File: src/rtl/ib_update_sequencer_if.sv
// Bundles the branch-update input bus, I-cache clear and predictor-side outputs
// of the indirect-branch update sequencer.
interface ib_update_sequencer_if #(
  parameter int NUM_IN = 2,
  parameter int DEPTH  = 8,
  parameter int CNT_W  = $clog2(DEPTH) + 1
);
  // Handshake: a producer presents packets with bit 0 = valid; packets are taken
  // at a posedge only when OUT_stall is low at that edge, otherwise the producer
  // must hold them. OUT_ibUpdate carries no ready: the predictor takes one per cycle.
  logic                  IN_clearICache;
  logic [NUM_IN*63-1:0]  IN_ibUpdates;
  logic [62:0]           OUT_ibUpdate;
  logic                  OUT_stall;
  logic [CNT_W-1:0]      OUT_count;
  logic [7:0]            OUT_dropCnt;

  modport master (
    output IN_clearICache, IN_ibUpdates,
    input  OUT_ibUpdate, OUT_stall, OUT_count, OUT_dropCnt
  );

  modport slave (
    input  IN_clearICache, IN_ibUpdates,
    output OUT_ibUpdate, OUT_stall, OUT_count, OUT_dropCnt
  );
endinterface

File: src/rtl/ib_update_sequencer.sv
// Serializes indirect-branch updates from NUM_IN ports into one predictor update
// per cycle through a small FIFO, with backpressure and I-cache flush.
module ib_update_sequencer #(
  parameter int NUM_IN = 2,
  parameter int DEPTH  = 8,
  parameter int CNT_W  = $clog2(DEPTH) + 1
) (
  input  logic               clk,
  input  logic               rst,
  ib_update_sequencer_if.slave bus
);
  localparam int PTR_W = $clog2(DEPTH);

  logic [61:0]      mem [DEPTH];
  logic [PTR_W-1:0] rd_ptr, wr_ptr;
  logic [CNT_W-1:0] count;
  logic [62:0]      out_pkt;
  logic [7:0]       drop_cnt;

  logic             pkt_valid [NUM_IN];
  logic [61:0]      payload   [NUM_IN];
  logic [PTR_W-1:0] wr_idx    [NUM_IN];
  logic [CNT_W-1:0] n_valid;
  logic [CNT_W-1:0] free_slots;
  logic             stall;
  logic             do_enq;
  logic             do_deq;
  logic [CNT_W-1:0] count_next;
  logic [8:0]       drop_sum;
  logic [7:0]       drop_next;

  // Stall looks only at free space, never at how many ports are valid.
  assign free_slots = CNT_W'(DEPTH) - count;
  assign stall      = free_slots < CNT_W'(NUM_IN);
  assign do_enq     = !stall && !bus.IN_clearICache;
  assign do_deq     = (count != '0);

  // Valid packets pack contiguously from wr_ptr in ascending port order.
  always_comb begin
    n_valid = '0;
    for (int i = 0; i < NUM_IN; i++) begin
      pkt_valid[i] = bus.IN_ibUpdates[i*63];
      payload[i]   = bus.IN_ibUpdates[i*63+1 +: 62];
      wr_idx[i]    = wr_ptr + PTR_W'(n_valid);
      if (pkt_valid[i]) n_valid = n_valid + CNT_W'(1);
    end
  end

  always_comb begin
    count_next = count;
    if (do_enq) count_next = count_next + n_valid;
    if (do_deq) count_next = count_next - CNT_W'(1);
    drop_sum  = {1'b0, drop_cnt} + 9'(n_valid);
    drop_next = drop_sum[8] ? 8'hFF : drop_sum[7:0];
  end

  always_ff @(posedge clk) begin
    if (do_enq) begin
      for (int i = 0; i < NUM_IN; i++) begin
        if (pkt_valid[i]) mem[wr_idx[i]] <= payload[i];
      end
    end
  end

  always_ff @(posedge clk or negedge rst) begin
    if (!rst) begin
      rd_ptr   <= '0;
      wr_ptr   <= '0;
      count    <= '0;
      out_pkt  <= '0;
      drop_cnt <= '0;
    end else if (bus.IN_clearICache) begin
      rd_ptr  <= '0;
      wr_ptr  <= '0;
      count   <= '0;
      out_pkt <= '0;
    end else begin
      count <= count_next;
      if (do_enq) wr_ptr <= wr_ptr + PTR_W'(n_valid);
      if (stall) drop_cnt <= drop_next;
      if (do_deq) begin
        out_pkt <= {mem[rd_ptr], 1'b1};
        rd_ptr  <= rd_ptr + PTR_W'(1);
      end else begin
        out_pkt <= '0;
      end
    end
  end

  assign bus.OUT_ibUpdate = out_pkt;
  assign bus.OUT_stall    = stall;
  assign bus.OUT_count    = count;
  assign bus.OUT_dropCnt  = drop_cnt;
endmodule

File: src/flat_wrapper.sv
// flat-port wrapper written by rule: the top's interface ports become plain ports
module ib_update_sequencer_flat 
#(
  parameter int NUM_IN = 2,
  parameter int DEPTH  = 8,
  parameter int CNT_W  = $clog2(DEPTH) + 1
)
  (clk, rst, bus_IN_clearICache, bus_IN_ibUpdates, bus_OUT_ibUpdate, bus_OUT_stall, bus_OUT_count, bus_OUT_dropCnt);
  ib_update_sequencer_if #(.NUM_IN(NUM_IN), .DEPTH(DEPTH), .CNT_W(CNT_W)) bus_i ();
  input  logic clk;
  input  logic rst;
  input wire logic [$bits(bus_i.IN_clearICache)-1:0] bus_IN_clearICache;
  input wire logic [$bits(bus_i.IN_ibUpdates)-1:0] bus_IN_ibUpdates;
  output wire logic [$bits(bus_i.OUT_ibUpdate)-1:0] bus_OUT_ibUpdate;
  output wire logic [$bits(bus_i.OUT_stall)-1:0] bus_OUT_stall;
  output wire logic [$bits(bus_i.OUT_count)-1:0] bus_OUT_count;
  output wire logic [$bits(bus_i.OUT_dropCnt)-1:0] bus_OUT_dropCnt;
  assign bus_i.IN_clearICache = bus_IN_clearICache;
  assign bus_i.IN_ibUpdates = bus_IN_ibUpdates;
  assign bus_OUT_ibUpdate = bus_i.OUT_ibUpdate;
  assign bus_OUT_stall = bus_i.OUT_stall;
  assign bus_OUT_count = bus_i.OUT_count;
  assign bus_OUT_dropCnt = bus_i.OUT_dropCnt;
  ib_update_sequencer #(.NUM_IN(NUM_IN), .DEPTH(DEPTH), .CNT_W(CNT_W)) u_core (.clk(clk), .rst(rst), .bus(bus_i));
endmodule
File: config.mk
export PLATFORM = sky130hd
export DESIGN_NAME = ib_update_sequencer_flat
export DESIGN_NICKNAME = d
export VERILOG_FILES = /design/src/rtl/ib_update_sequencer_if.sv /design/src/rtl/ib_update_sequencer.sv /design/src/flat_wrapper.sv
export SDC_FILE = /design/constraint.sdc
export NUM_CORES = 1
export LEC_CHECK = 0
export ABC_CLOCK_PERIOD_IN_PS = 14940
export BUFFER_PORTS_ARGS = -buffer_cell sky130_fd_sc_hd__buf_2
export CORE_MARGIN = 1
export CORE_UTILIZATION = 45
export CTS_CLUSTER_DIAMETER = 120
export DETAILED_ROUTE_END_ITERATION = 7
export PLACE_DENSITY = 0.68
export REMOVE_ABC_BUFFERS = 1
export SLEW_MARGIN = 20
export SYNTH_ARGS = -nofsm -noshare
export SYNTH_HDL_FRONTEND = slang
export SYNTH_SLANG_ARGS = --single-unit
File: constraint.sdc
create_clock -name clk -period 14.94 [get_ports clk]
set_clock_uncertainty 0.05 [all_clocks]
set_input_delay 2.241 -clock clk [delete_from_list [all_inputs] [get_ports clk]]
set_output_delay 2.241 -clock clk [all_outputs]
set_load 0.005 [all_outputs]
==> results.sh, run 1 <==
export IMPL_outcome="complete, no violations"
export IMPL_antenna_found_initial=18
export IMPL_clk_root_buffer_cell="clkbuf_16"
export IMPL_placement_cell_area_sq_um=30000
export IMPL_synthDominantAreaCellType="edfxtp_1"
export IMPL_gpl_final_weighted_congestion=0.802
export IMPL_max_stage_delay_ps=870
export IMPL_crit_slowest_cell="buf_4"
export IMPL_cp_required_ps=15130
export IMPL_final_hold_viol_count=0
export IMPL_floorplan_die_area_sq_um=63600
export IMPL_yosys_area_top_type_share_pct=52.9
export IMPL_dp_wirelength_microns=36700
export IMPL_globalRoute_totalOverflow=0
export IMPL_clock_insertion_delay_worst_skew_ps=620
export IMPL_clock_sinks=577
export IMPL_wirelength_microns=66000
export IMPL_layout_cell_area_non_filler_sq_um=32000
export IMPL_detail_route_first_pass_iterations=5
export IMPL_die_height_microns=252
export IMPL_worst_slew_pin_slew_ps=1130
export IMPL_path_cells="buf_2 > ha_1 > ha_1 > nand3_1 > nor4_4 > buf_4 > o21bai_4 > buf_4"
export IMPL_clockBufferDepth=3
export IMPL_postCtsHoldBufs=0
export IMPL_max_vdd_ir_drop_mv=0.100
export IMPL_clk_transition_reported_paths_ps=60
export IMPL_post_cts_setup_buffer_count=0
export IMPL_core_area_sq_um=61800
export IMPL_number_of_violations_of_the_max_capacitance_limit=0
export IMPL_ys_warn_count=0
export IMPL_synth_top_area_cells="edfxtp_1 53%, mux2_2 14%, mux4_2 9.9%"
export IMPL_post_cts_resize_count=0
export IMPL_reg2reg_depth=11
export IMPL_drt_vias_per_instance=5.68
export IMPL_num_rows=91
export IMPL_pin_count=205
export IMPL_hold_class="reg -> reg"
export IMPL_critical_path_startpoint_type="primary input"
export IMPL_die_width_microns=252
export IMPL_min_period_ps=5410
export IMPL_cts_buffers_inserted=59
export IMPL_tritoncts="built"
export IMPL_setup_tns_final_ps=0
export IMPL_wire_per_inst_microns=25.0
export IMPL_synth_distinct_cells=48
export IMPL_filler_cell_count=5059
export IMPL_path_max_fanout=63
export IMPL_post_synth_cell_area_avg_sq_um=18.1
export IMPL_globalRouteTotalUtil_pct=20.9
export IMPL_number_of_drc_markers_in_iteration_0=1096
export IMPL_gate_count_post_synth=1556
export IMPL_mostFrequentLayoutCell="edfxtp_1"
export IMPL_grt_pass1_vias=16000
export IMPL_grt_max_degree=65
export IMPL_start_util_pct=45.6
export IMPL_drc_errors=0
export IMPL_max_slew_margin_vs_limit_pct=24.5
export IMPL_final_cell_mix="496 x edfxtp_1, 350 x mux2_2, 203 x buf_2"
export IMPL_rsz_0062_raised_after_global_routing="no"
export IMPL_numPortBuffers=204
export IMPL_area_delta_synth_final_pct=13.5
export IMPL_p_leak_nw=11.4
export IMPL_dr_total_vias=15000
export IMPL_finalMaxSlewViolations=0
export IMPL_synth_area_sq_um=28200
export IMPL_detail_route_antenna_nets=0
export IMPL_final_min_period_over_clock_period_pct=36.2
export IMPL_timing_setup_critical_path_class="in -> reg"
export IMPL_max_freq_ghz=0.185
export IMPL_synth_seq_cells=577
export IMPL_cts_max_level=2
export IMPL_grt_pass1_wl_microns=99800
export IMPL_num_nets_final=1892
export IMPL_whs_path_depth=1
export IMPL_setup_viol=0
export IMPL_synth_yosys_seq_area_share_pct=60.1
export IMPL_powerDensity_nw_per_um2=158
export IMPL_worst_setup_end_kind="flip-flop"
export IMPL_final_layout_size_suffix_gt1_share_pct=51.9
export IMPL_worst_ep_arrival_time_ps=5600
## metrics by stage
step                      setup WS [ps]  hold slack [ps]  util (%)  total power [mW]  std cells
after global placement             8940              457      48.5              3.63       2524
after floorplan                    7040              453         -              3.26       1458
after global routing               9330              510      51.7              5.28       2640
after CTS                          9510              482      51.6              5.11       2635
after detailed placement           8860              472      48.5              3.65       2524
final                              9530              492      51.7              5.06       2640
## per-layer routing
layer	up-vias	track usage, %	routed length (microns)	share of wire [%]
met2	382	34.9	32600	49
li1	6613	-	-	-
met1	7864	28.2	28300	43
met4	26	4.90	1130	1.7
met3	105	4.09	3850	5.8
met5	-	0	173	0.26
## critical path: cells and delay by family
family	cells	cell delay, ps
and+or+nand+nor	2	550
AOI/OAI and AO/OA	1	470
buffers and inverters	3	1770
adders and majority gates	2	510
## cell usage after synthesis, drive strengths merged
master and instances:
nor3 6, a21oi 6, dfrtp 81, inv 13
xnor2 8, nor2 71, nor3b 2, nor4 4
fa 3, a41o 2, xor2 3, nand2b 2
nand2 17, o31ai 3, a21o 1, ha 10
or2 3, or4 2, mux2i 66, a311oi 1
o311ai 3, nor2b 2, nand3 10, edfxtp 496
and3 2, or3 2, buf 73, o21ai 7
nand3b 1, o21bai 4, mux4 124, o22a 1
nor4b 2, o21a 1, clkbuf 25, mux2 498
a41oi 1
## where the power goes
group          internal, mW  switching, mW
combinational         0.675          0.736
clock                 0.837          0.621
sequential             2.07          0.123
total                  3.58           1.48
## layout make-up
class                           instances  area (sq um)  share of cell area (%)
Sequential cell                       577         16900                    53.0
Clock buffer                           86          1700                    5.32
Tap cell                              837          1050                    3.28
Timing Repair Buffer                  231          1260                    3.93
Clock inverter                         25           209                   0.654
Antenna cell                            3          7.51                  0.0235
Multi-Input combinational cell        868         10800                    33.7
Inverter                               13          51.3                   0.160
## cell families after synthesis
logic type	after synthesis	synth area share (%)
muxes	688	33.7
DFF	577	60.1
and+or+nand+nor	126	2.31
buffers and inverters	111	2.10
AOI/OAI and AO/OA	30	0.786
adders and majority gates	13	0.657
xor gates and xnor gates	11	0.342
## flip-flops by register name, summed over array words and instances, names as in the netlist
name,count
u_core.mem,496
u_core.bus.OUT_ibUpdate,63
u_core.rd_ptr,3
u_core.bus.OUT_dropCnt,8
u_core.wr_ptr,3
u_core.bus.OUT_count,4
## final timing paths
kind	start	to	slack, ps
worst max-delay path	bus_IN_ibUpdates[0]	u_core.mem[6][4]	9530
worst min-delay path	u_core.bus.OUT_dropCnt[6]	u_core.bus.OUT_dropCnt[6]	490
worst max register to register	u_core.bus.OUT_count[1]	u_core.mem[6][4]	10270
worst min register to register	u_core.bus.OUT_dropCnt[6]	u_core.bus.OUT_dropCnt[6]	490
max in group asynchronous	rst	u_core.rd_ptr[2]	12170
min in group asynchronous	rst	u_core.bus.OUT_ibUpdate[61]	1530
Note: power is estimated with default switching activity, not from simulation.
==> run 2, diff against run 1 <==
--- a/config.mk
+++ b/config.mk
@@ -5,13 +5,13 @@
 export SDC_FILE = /design/constraint.sdc
 export NUM_CORES = 1
 export LEC_CHECK = 0
-export ABC_CLOCK_PERIOD_IN_PS = 14940
+export ABC_CLOCK_PERIOD_IN_PS = 4950
 export BUFFER_PORTS_ARGS = -buffer_cell sky130_fd_sc_hd__buf_2
 export CORE_MARGIN = 1
 export CORE_UTILIZATION = 45
 export CTS_CLUSTER_DIAMETER = 120
 export DETAILED_ROUTE_END_ITERATION = 7
-export PLACE_DENSITY = 0.68
+export PLACE_DENSITY = 0.71
 export REMOVE_ABC_BUFFERS = 1
 export SLEW_MARGIN = 20
 export SYNTH_ARGS = -nofsm -noshare
==> constraint.sdc (replaced) <==
create_clock -name clk -period 4.95 [get_ports clk]
set_clock_uncertainty 0.05 [all_clocks]
set_input_delay 0.7425 -clock clk [delete_from_list [all_inputs] [get_ports clk]]
set_output_delay 0.7425 -clock clk [all_outputs]
set_load 0.005 [all_outputs]
==> run 2 against run 1 <==
Net effect: die area unchanged; critical path type is now reg -> reg; flip-flop and latch count unchanged; first-iteration DRC count up 6.3%; highest routed layer unchanged; via count up 1.2%; global-route usage up 0.70 points; clock power rose to 3.0 times the previous value; total power rose to 3.0 times the previous value; non-clock buffer count up 5; critical endpoint is now u_core.mem[0][0].
==> results.sh, run 2 (synthesis results as in run 1) <==
export IMPL_floorplan_die_area_sq_um=63600
export IMPL_tritoncts="built"
export IMPL_cp_required_ps=5270
export IMPL_clock_sinks=577
export IMPL_cts_buffers_inserted=57
export IMPL_detail_route_antenna_nets=0
export IMPL_layout_cell_area_non_filler_sq_um=32100
export IMPL_number_of_violations_of_the_max_capacitance_limit=0
export IMPL_grt_pass1_vias=15900
export IMPL_antenna_found_initial=24
export IMPL_path_max_fanout=36
export IMPL_clk_transition_reported_paths_ps=70
export IMPL_worst_slew_pin_slew_ps=1070
export IMPL_clock_insertion_delay_worst_skew_ps=620
export IMPL_worst_ep_arrival_time_ps=4500
export IMPL_drc_errors=0
export IMPL_max_vdd_ir_drop_mv=0.463
export IMPL_setup_viol=0
export IMPL_hold_class="in -> async"
export IMPL_final_min_period_over_clock_period_pct=84.4
export IMPL_globalRouteTotalUtil_pct=21.6
export IMPL_final_hold_viol_count=0
export IMPL_setup_tns_final_ps=0
export IMPL_die_width_microns=252
export IMPL_finalCoreUtilization_pct=51.9
export IMPL_mostFrequentLayoutCell="edfxtp_1"
export IMPL_clockBufferDepth=3
export IMPL_num_nets_final=1895
export IMPL_dp_wirelength_microns=37400
export IMPL_max_slew_margin_vs_limit_pct=28.5
export IMPL_min_period_ps=4180
export IMPL_grt_pass1_wl_microns=102000
export IMPL_hold_worst_slack_ps=169
export IMPL_powerDensity_nw_per_um2=477
export IMPL_critical_path_startpoint_type="flip-flop"
export IMPL_drt_vias_per_instance=5.73
export IMPL_start_util_pct=45.6
export IMPL_worst_setup_end_kind="flip-flop"
export IMPL_pin_count=205
export IMPL_number_of_drc_markers_in_iteration_0=1165
export IMPL_wire_per_inst_microns=25.9
export IMPL_p_leak_nw=11.4
export IMPL_placement_cell_area_sq_um=30200
export IMPL_gpl_final_weighted_congestion=0.832
export IMPL_finalMaxSlewViolations=0
export IMPL_final_layout_size_suffix_gt1_share_pct=51.7
export IMPL_max_freq_ghz=0.239
export IMPL_post_cts_resize_count=0
export IMPL_grt_max_degree=81
export IMPL_filler_cell_count=4968
export IMPL_die_height_microns=252
export IMPL_cts_max_level=2
export IMPL_wirelength_microns=68600
export IMPL_rsz_0062_raised_after_global_routing="no"
export IMPL_core_area_sq_um=61800
export IMPL_largest_reg_flops=496
export IMPL_postCtsHoldBufs=0
export IMPL_multi_input_comb_area_sq_um=10800
export IMPL_numPortBuffers=204
export IMPL_clk_root_buffer_cell="clkbuf_16"
export IMPL_outcome="complete, no violations"
export IMPL_detail_route_first_pass_iterations=5
export IMPL_final_cell_mix="496 x edfxtp_1, 350 x mux2_2, 203 x buf_2"
export IMPL_layout_area_seq_sq_um=16900
export IMPL_num_rows=91
export IMPL_area_delta_synth_final_pct=13.9
export IMPL_design_power_total_mw=15.3
export IMPL_post_cts_setup_buffer_count=0
export IMPL_globalRoute_totalOverflow=0
export IMPL_timing_setup_critical_path_class="reg -> reg"
export IMPL_dr_total_vias=15200
[run 2: stage by stage]
stage	instances	setup slack (ps)
4_1_cts	2639	783
3_3_place_gp	2531	864
2_1_floorplan	1458	-1590
5_1_grt	2644	588
3_5_place_dp	2531	778
6_report	2647	771
[run 2: final timing paths]
kind | from | to | slack, ps | depth (start not counted)
setup / recovery | u_core.bus.OUT_count[1] | u_core.mem[0][0] | 770 | 10
setup reg to reg | u_core.bus.OUT_count[1] | u_core.mem[0][0] | 770 | 10
hold reg to reg | u_core.bus.OUT_dropCnt[6] | u_core.bus.OUT_dropCnt[6] | 480 | 1
max in group asynchronous | rst | u_core.bus.OUT_ibUpdate[27] | 3650 | 2
min in group clk | bus_IN_ibUpdates[40] | u_core.mem[0][39] | 470 | 2
hold / removal | rst | u_core.bus.OUT_ibUpdate[5] | 170 | 1
[run 2: layer usage]
metal	wire, microns	GRT usage [%]	vias up
met5	201	0	-
li1	-	-	6627
met1	30200	29.9	7989
met3	4260	4.93	121
met2	32600	34.6	405
met4	1310	5.45	30
[run 2: power by group]
| group | internal, mW | switching [mW] |
|---|---|---|
| Combinational | 2.09 | 2.22 |
| Sequential | 6.23 | 0.391 |
| Clock | 2.55 | 1.83 |
[run 2: layout make-up]
| cell class | count | share of cell area [%] |
|---|---|---|
| Sequential cell | 577 | 52.8 |
| Multi-Input combinational cell | 868 | 33.5 |
| Clock buffer | 94 | 5.20 |
| Timing Repair Buffer | 236 | 4.41 |
| Tap cell | 837 | 3.26 |
| Clock inverter | 14 | 0.616 |
| Inverter | 13 | 0.160 |
| Antenna cell | 8 | 0.0624 |
[run 2: worst max-delay path: stages, from the launching register on]
cell,delay (ps)
dfrtp_1,430
inv_1,130
ha_1,270
nand2b_4,100
o21a_4,230
o22a_4,240
or2_1,340
inv_4,270
or4_4,750
buf_4,670
mux2_2,400
